--- config.mk ---
export PLATFORM = sky130hd
export DESIGN_NAME = rgb_to_gray
export DESIGN_NICKNAME = d
export VERILOG_FILES = /design/src/rtl/rgb_to_gray.sv
export SDC_FILE = /design/constraint.sdc
export NUM_CORES = 1
export LEC_CHECK = 0
export ABC_CLOCK_PERIOD_IN_PS = 13800
export BUFFER_PORTS_ARGS = -buffer_cell sky130_fd_sc_hd__buf_2
export CAP_MARGIN = 20
export CORE_ASPECT_RATIO = 0.5
export CORE_MARGIN = 2
export CORE_UTILIZATION = 60
export CTS_CLUSTER_SIZE = 24
export DETAILED_ROUTE_END_ITERATION = 12
export PLACE_DENSITY = 0.84
export SYNTH_ARGS = -nofsm -noshare
export SYNTH_HDL_FRONTEND = slang
export SYNTH_SLANG_ARGS = --single-unit
--- constraint.sdc ---
create_clock -name clk -period 13.8 [get_ports clk]
set_input_delay 0 -clock clk [delete_from_list [all_inputs] [get_ports clk]]
set_output_delay 0 -clock clk [all_outputs]
set_load 0.05 [all_outputs]
--- src/rtl/rgb_to_gray.sv ---
// RGB565 byte stream (high byte first) to luma pixel stream.
// One output register with valid/ready; sustains one pixel every two byte cycles.
module rgb_to_gray #(
  parameter int unsigned RGB_SPLIT_W   = 8,
  parameter int unsigned GRAY_PXL_W    = 8,
  parameter int unsigned FRAME_PXL_NUM = 76800
) (
  input  logic                   clk,
  input  logic                   rst_n,
  input  logic                   frame_sync_i,
  input  logic [RGB_SPLIT_W-1:0] rgb_byte_dat_i,
  input  logic                   rgb_byte_vld_i,
  output logic                   rgb_byte_rdy_o,
  output logic [GRAY_PXL_W-1:0]  gray_pxl_dat_o,
  output logic                   gray_pxl_vld_o,
  output logic                   gray_pxl_last_o,
  input  logic                   gray_pxl_rdy_i
);

  localparam int unsigned CNT_W = (FRAME_PXL_NUM > 1) ? $clog2(FRAME_PXL_NUM) : 1;
  localparam int unsigned SUM_W = 17;
  localparam logic [CNT_W-1:0] CNT_LAST = CNT_W'(FRAME_PXL_NUM - 1);

  typedef enum logic {
    PH_HI = 1'b0,
    PH_LO = 1'b1
  } phase_e;

  typedef struct packed {
    logic [4:0] r;
    logic [5:0] g;
    logic [4:0] b;
  } rgb565_t;

  phase_e                 phase_q, phase_d;
  logic [RGB_SPLIT_W-1:0] hi_q, hi_d;
  logic [CNT_W-1:0]       cnt_q, cnt_d;
  logic [GRAY_PXL_W-1:0]  dat_d;
  logic                   vld_d;
  logic                   last_d;

  logic                   in_hs_c;
  logic                   out_hs_c;
  rgb565_t                pxl_c;
  logic [7:0]             r8_c, g8_c, b8_c;
  logic [SUM_W-1:0]       y_sum_c;
  logic [GRAY_PXL_W-1:0]  gray_c;

  // Input may be taken whenever the output register can absorb a new pixel.
  assign rgb_byte_rdy_o = rst_n & ~frame_sync_i &
                          ((phase_q == PH_HI) | ~gray_pxl_vld_o | gray_pxl_rdy_i);
  assign in_hs_c  = rgb_byte_vld_i & rgb_byte_rdy_o;
  assign out_hs_c = gray_pxl_vld_o & gray_pxl_rdy_i;

  // Pixel assembly, 5/6-bit to 8-bit replication, and rounded luma weighting.
  assign pxl_c   = rgb565_t'(16'({hi_q, rgb_byte_dat_i}));
  assign r8_c    = {pxl_c.r, pxl_c.r[4:2]};
  assign g8_c    = {pxl_c.g, pxl_c.g[5:4]};
  assign b8_c    = {pxl_c.b, pxl_c.b[4:2]};
  assign y_sum_c = SUM_W'(77)  * SUM_W'(r8_c)
                 + SUM_W'(150) * SUM_W'(g8_c)
                 + SUM_W'(29)  * SUM_W'(b8_c)
                 + SUM_W'(128);
  assign gray_c  = GRAY_PXL_W'(y_sum_c >> 8);

  // Next-state: byte phase, high-byte capture, pixel counter, output register.
  always_comb begin
    phase_d = phase_q;
    hi_d    = hi_q;
    cnt_d   = cnt_q;
    dat_d   = gray_pxl_dat_o;
    vld_d   = gray_pxl_vld_o;
    last_d  = gray_pxl_last_o;

    if (out_hs_c) begin
      vld_d = 1'b0;
    end

    if (frame_sync_i) begin
      phase_d = PH_HI;
      cnt_d   = '0;
    end else if (in_hs_c) begin
      case (phase_q)
        PH_HI: begin
          hi_d    = rgb_byte_dat_i;
          phase_d = PH_LO;
        end
        PH_LO: begin
          phase_d = PH_HI;
          dat_d   = gray_c;
          vld_d   = 1'b1;
          last_d  = (cnt_q == CNT_LAST);
          cnt_d   = (cnt_q == CNT_LAST) ? '0 : cnt_q + CNT_W'(1);
        end
      endcase
    end
  end

  always_ff @(posedge clk or negedge rst_n) begin
    if (!rst_n) begin
      phase_q         <= PH_HI;
      hi_q            <= '0;
      cnt_q           <= '0;
      gray_pxl_dat_o  <= '0;
      gray_pxl_vld_o  <= 1'b0;
      gray_pxl_last_o <= 1'b0;
    end else begin
      phase_q         <= phase_d;
      hi_q            <= hi_d;
      cnt_q           <= cnt_d;
      gray_pxl_dat_o  <= dat_d;
      gray_pxl_vld_o  <= vld_d;
      gray_pxl_last_o <= last_d;
    end
  end

endmodule
# Word-level counts from Yosys, hierarchy flattened
# Cells that the tools add are included.
[classes] addsub=4 n_mul=3 eq_ne=1 mux=11 n_bitwise=9 reduce_logical=5
[ops] cell="two-way mux 17 bit" count=4
[ops] cell="multiplier 7 x 8 -> 15 bit (first input constant)" count=2
[ops] cell="adder 17 x 1 -> 17 bit (second input constant)" count=1
[ops] cell="equality test 17 bit (second input constant)" count=1
[ops] cell="adder 15 x 16 -> 16 bit" count=1
[ops] cell="adder 16 x 13 -> 16 bit" count=1
[ops] cell="adder 16 x 8 -> 16 bit (second input constant)" count=1
[ops] cell="multiplier 5 x 8 -> 13 bit (first input constant)" count=1
[ops] cell="two-way mux 1 bit" count=6
[ops] cell="AND reduction 3 bit" count=2
[ops] cell="AND 1 bit" count=4
[ops] cell="nonzero test 2 bit" count=2
[ops] cell="inverter 1 bit" count=3
[ops] cell="bitwise OR 1 bit" count=2
[ops] cell="case mux 1 bit (2 select lines)" count=1
[ops] cell="AND reduction 2 bit" count=1
[word_totals] register_bits=36 input_bits=13 out_inout_bits=11 word_cells=39

# Longest topological paths before layout
[depth] depth_word=7 ltp_mapped=24 depth_no_buf=24

# Least setup slack after synthesis
# No wires, ideal clock.
[synth_timing] path_type="reg2reg" from="register hi_q[1]" to="register gray_pxl_dat_o[5]" setup_ns=0.136 t_arrival_ns=6.177 required_time_ns=13.664 path_slack_ns=7.486 path_stages_with_launch=23 path_buffers=0 synth_period_minus_slack_ns=6.314 path_cell_list="dfrtp_1 ha_1 ha_1 inv_1 fa_1 fa_1 inv_1 ha_1 xnor2_1 fa_1 fa_1 inv_1 fa_1 inv_1 fa_1 ha_1 ha_1 a211o_1 a21oi_1 o21ai_1 a31oi_1 xor2_1 o21ai_0"
[synth_via] elab_chain_len=4
[synth_rtl] item="start, declared" line_no="36" source="logic [RGB_SPLIT_W-1:0] hi_q, hi_d;"
[synth_rtl] item="start signal, assigned" line_no="109" source="hi_q <= hi_d;"
[synth_rtl] item="multiplier 7 x 8 -> 15 bit" line_no="61" source="+ SUM_W'(150) * SUM_W'(g8_c)"
[synth_rtl] item="adder 15 x 16 -> 16 bit" line_no="61"
[synth_rtl] item="adder 16 x 13 -> 16 bit" line_no="62" source="+ SUM_W'(29) * SUM_W'(b8_c)"
[synth_rtl] item="adder 16 x 8 -> 16 bit" line_no="63" source="+ SUM_W'(128);"
[synth_rtl] item="end signal, assigned" line_no="111" source="gray_pxl_dat_o <= dat_d;"
[synth_rtl] item="end, declared" line_no="14" source="output logic [GRAY_PXL_W-1:0] gray_pxl_dat_o,"
# No other way between the ends.
# A chain may end at the register's enable or synchronous reset.

# Final worst setup path
# Same ends and word-level chain as after synthesis.

==> flow_summary_export.csv <==
group,metric,value,unit
worst_setup_path,critPathKind,"reg2reg",
sta,setup_tns,0,ns
synth,synth.distinct_cells,47,
floorplan,pin_count,24,
global_route,grt_first_pass_wirelength,16.99,mm
worst_setup_path,path_max_fanout,8,
synth,yosys.area_share.simple,0.08796,
synth,syn_avg_cell_area,9.547,µm²
synth,netlist_area,4936,µm²
detailed_routing,avgRoutedWirePerCell,15.02,µm
global_route,antenna_found_initial,0,
worst_setup_path,worst-endpoint-arrival,7.03,ns
detailed_routing,antenna_left,0,
sta,rsz0062_at_grt,"false",
synth,ys_top_cells_by_area,"ha_1 24%, fa_1 22%, dfrtp_1 18%, inv_1 8.4%, o21ai_0 3.5%",
synth,synth_top_area_frac,0.2408,
worst_setup_path,reg2reg_depth,24,
global_route,grt_pass1_vias,3625,
synth,yosys.area.top_type,"ha_1",
synth,synth_warnings,0,
synth,synth_compound_area_frac,0.1336,
detailed_routing,vias,3591,
sta,timing.final.crit_share,0.4985,
synth,synth_fa_ha_area_frac,0.4639,
clocking,cts_sinks,36,
sta,finalHoldViolations,0,
clocking,clk_path_buf_depth,2,
detailed_routing,avgViaCountPerCell,5.482,
worst_setup_path,crit_start,"hi_q[1]",
synth,synth_top_family_by_area,"adder cells",
worst_setup_path,start_kind,"flop",
sta,worstMarginPinSlew,1.061,ns
synth,synthXorXnorAreaFrac,0.03549,
placed_design,io_buffers,23,
sta,drv_slew,0,
sta,slew_headroom,0.2915,
cells_and_area,final_util,0.6667,
clocking,clk_transition_reported_paths,0.06,ns
synth,syn_nets,680,
synth,synth-main-ff-cell,"dfrtp_1",
clocking,postCtsSetupRepairBufs,0,
synth,syn-instance-count,517,
floorplan,design.die.area,9012,µm²
floorplan,initial_core_util,0.6170,
floorplan,die_w,132.3,µm
global_route,gr-total-overflow,0,
synth,synth-edff-count,0,
worst_setup_path,r2r_start,"hi_q[1]",
status,status,"finished clean",
synth,synth_seq_cells,36,
min_path,hold_class,"in2reg",
clocking,cts-resized-gates,0,
synth,synth-seq-area-share,0.1825,
clocking,numCtsBuffers,5,
synth,synthMuxAreaShare,0.002281,
placed_design,hpwl,8.080,mm
global_route,grt_start_max_net_pins,38,
worst_setup_path,rrSetupSlack,6.92,ns
detailed_routing,drc,0,
cells_and_area,layout.nets,705,
clocking,h-tree-depth,2,
sta,skew,0.008434,ns
worst_setup_path,endpoint_kind,"flop",
cells_and_area,drive_above_1_share,0.07366,
sta,worst_slack,6.921,ns
sta,fmax,0.1454,GHz
global_route,grt_usage,0.2411,
run,max_cap_viol_count,0,
placed_design,gp_congestion,0.8502,
worst_setup_path,crit_required,13.95,ns
sta,setup_violations,0,
clocking,ctsRootBufferMaster,"clkbuf_16",
sta,layout_min_cycle_time,6.879,ns
worst_setup_path,r2r_end,"gray_pxl_dat_o[5]",
detailed_routing,drt_iter0_markers,134,
floorplan,die_h,68.14,µm
detailed_routing,wirelength,9.838,mm
synth,async_flop_share,1.000,
placed_design,pre_cts_ws,7.047,ns
clocking,clock_latency,0.29,ns
clocking,holdBufCountCts,2,
floorplan,core-area,8000,µm²
worst_setup_path,critPathCapture,"gray_pxl_dat_o[5]",
cells_and_area,insertedDiodeCount,0,
clocking,cts_tree,"yes",
floorplan,num_rows,23,
detailed_routing,dr.pass1.iters,4,
cells_and_area,fillers,624,
cells_and_area,syn_to_final_growth,8.061,%
## critical path: stages, from the launching register on
cell,delay (ns)
dfrtp_1,0.53
ha_1,0.30
ha_1,0.28
inv_1,0.06
fa_1,0.50
fa_1,0.51
inv_1,0.04
ha_1,0.37
o211ai_1,0.18
o21ai_0,0.24
xor2_1,0.19
ha_1,0.25
inv_1,0.08
fa_1,0.45
fa_1,0.48
fa_1,0.56
inv_1,0.05
ha_1,0.30
ha_1,0.35
o21a_1,0.20
a21oi_1,0.19
o21ai_1,0.16
a31oi_1,0.22
xor2_1,0.15
o21ai_0,0.08
## metal layers
metal / GRT usage / part of all wire
met5: 0 / 0
met4: 0.05780 / 0.0097
met3: 0.04000 / 0.042
met2: 0.4395 / 0.49
met1: 0.3102 / 0.46
## sequential cells by signal (all words and copies together) (netlist names)
| signal | count |
|---|---|
| phase_q | 1 |
| gray_pxl_vld_o | 1 |
| hi_q | 8 |
| gray_pxl_dat_o | 8 |
| cnt_q | 17 |
| gray_pxl_last_o | 1 |
## worst min path at each step
stage | startpoint | endpoint | slack [ns] | cells after the start
finish | rgb_byte_dat_i[7] | hi_q[7] | 0.02 | 3
global route | rgb_byte_dat_i[7] | hi_q[7] | 0.03 | 3
CTS | rgb_byte_dat_i[7] | hi_q[7] | 0.02 | 3
detailed placement | rst_n | gray_pxl_last_o | 0.15 | 1
global placement | rst_n | gray_pxl_last_o | 0.14 | 1
floorplan | rst_n | cnt_q[0] | -0.30 | 0
## synth_stat cells (2+ instances only)
cell type  instances
o21a_1             5
inv_1            110
dfrtp_1           36
a21oi_1           20
o211a_1            2
clkbuf_1           3
nand3_1            8
o41ai_1            2
and3_1             4
nand2b_1           3
xor2_1             9
ha_1              95
nand4_1            2
nor2_1            18
o31ai_1           10
nor3_1             2
nand2_1           32
xnor2_1           11
a21o_1             6
o21ai_0           35
o21ai_1           10
nor2b_1            4
fa_1              55
a31oi_1            5
o21bai_1           2
buf_2              3
a31o_1             2
o211ai_1           4
## through the flow
step	hold WS (ns)	area (µm²)	std cells
5_1_grt	0.03123	5334	655
4_1_cts	0.01560	5334	655
3_5_place_dp	0.1509	5146	645
2_1_floorplan	-0.2956	4936	517
3_3_place_gp	0.1388	5146	645
6_report	0.01774	5334	655
## final cells by class
| type | instances | area, µm² | area share |
|---|---|---|---|
| repair buffers | 26 | 142.6 | 0.02674 |
| inverters | 110 | 412.9 | 0.07741 |
| clock inverters | 3 | 42.54 | 0.007976 |
| multi-input cells | 363 | 3570 | 0.6692 |
| clock buffers | 5 | 125.1 | 0.02346 |
| well taps | 112 | 140.1 | 0.02627 |
| flip-flops and latches | 36 | 900.9 | 0.1689 |
## cell usage in the layout, fill, tap and decap left out, drive strengths merged, types with 3 or more instances in the layout
master / Yosys / layout
dfrtp: 36 / 36
nand2: 32 / 32
inv: 110 / 110
ha: 95 / 95
nor2: 18 / 18
a21o: 6 / 6
xor2: 9 / 9
o211ai: 4 / 4
o31ai: 10 / 10
a31oi: 5 / 5
a21oi: 20 / 20
nor2b: 5 / 5
nand2b: 3 / 3
and3: 4 / 4
nand3: 9 / 9
xnor2: 11 / 11
o21a: 5 / 5
o21ai: 45 / 45
clkbuf: 3 / 5
fa: 55 / 55
nand4: 3 / 3
buf: 5 / 24
nor3: 3 / 3
## cells by family after synthesis
logic type | after synthesis
flops | 36
fa+ha+maj | 150
mux | 1
buf+inv | 118
compound gates | 108
simple gates | 84
xor+xnor | 20
Power is not shown: default switching activity piles up to over one toggle a cycle in this logic, so the estimate is an artifact.
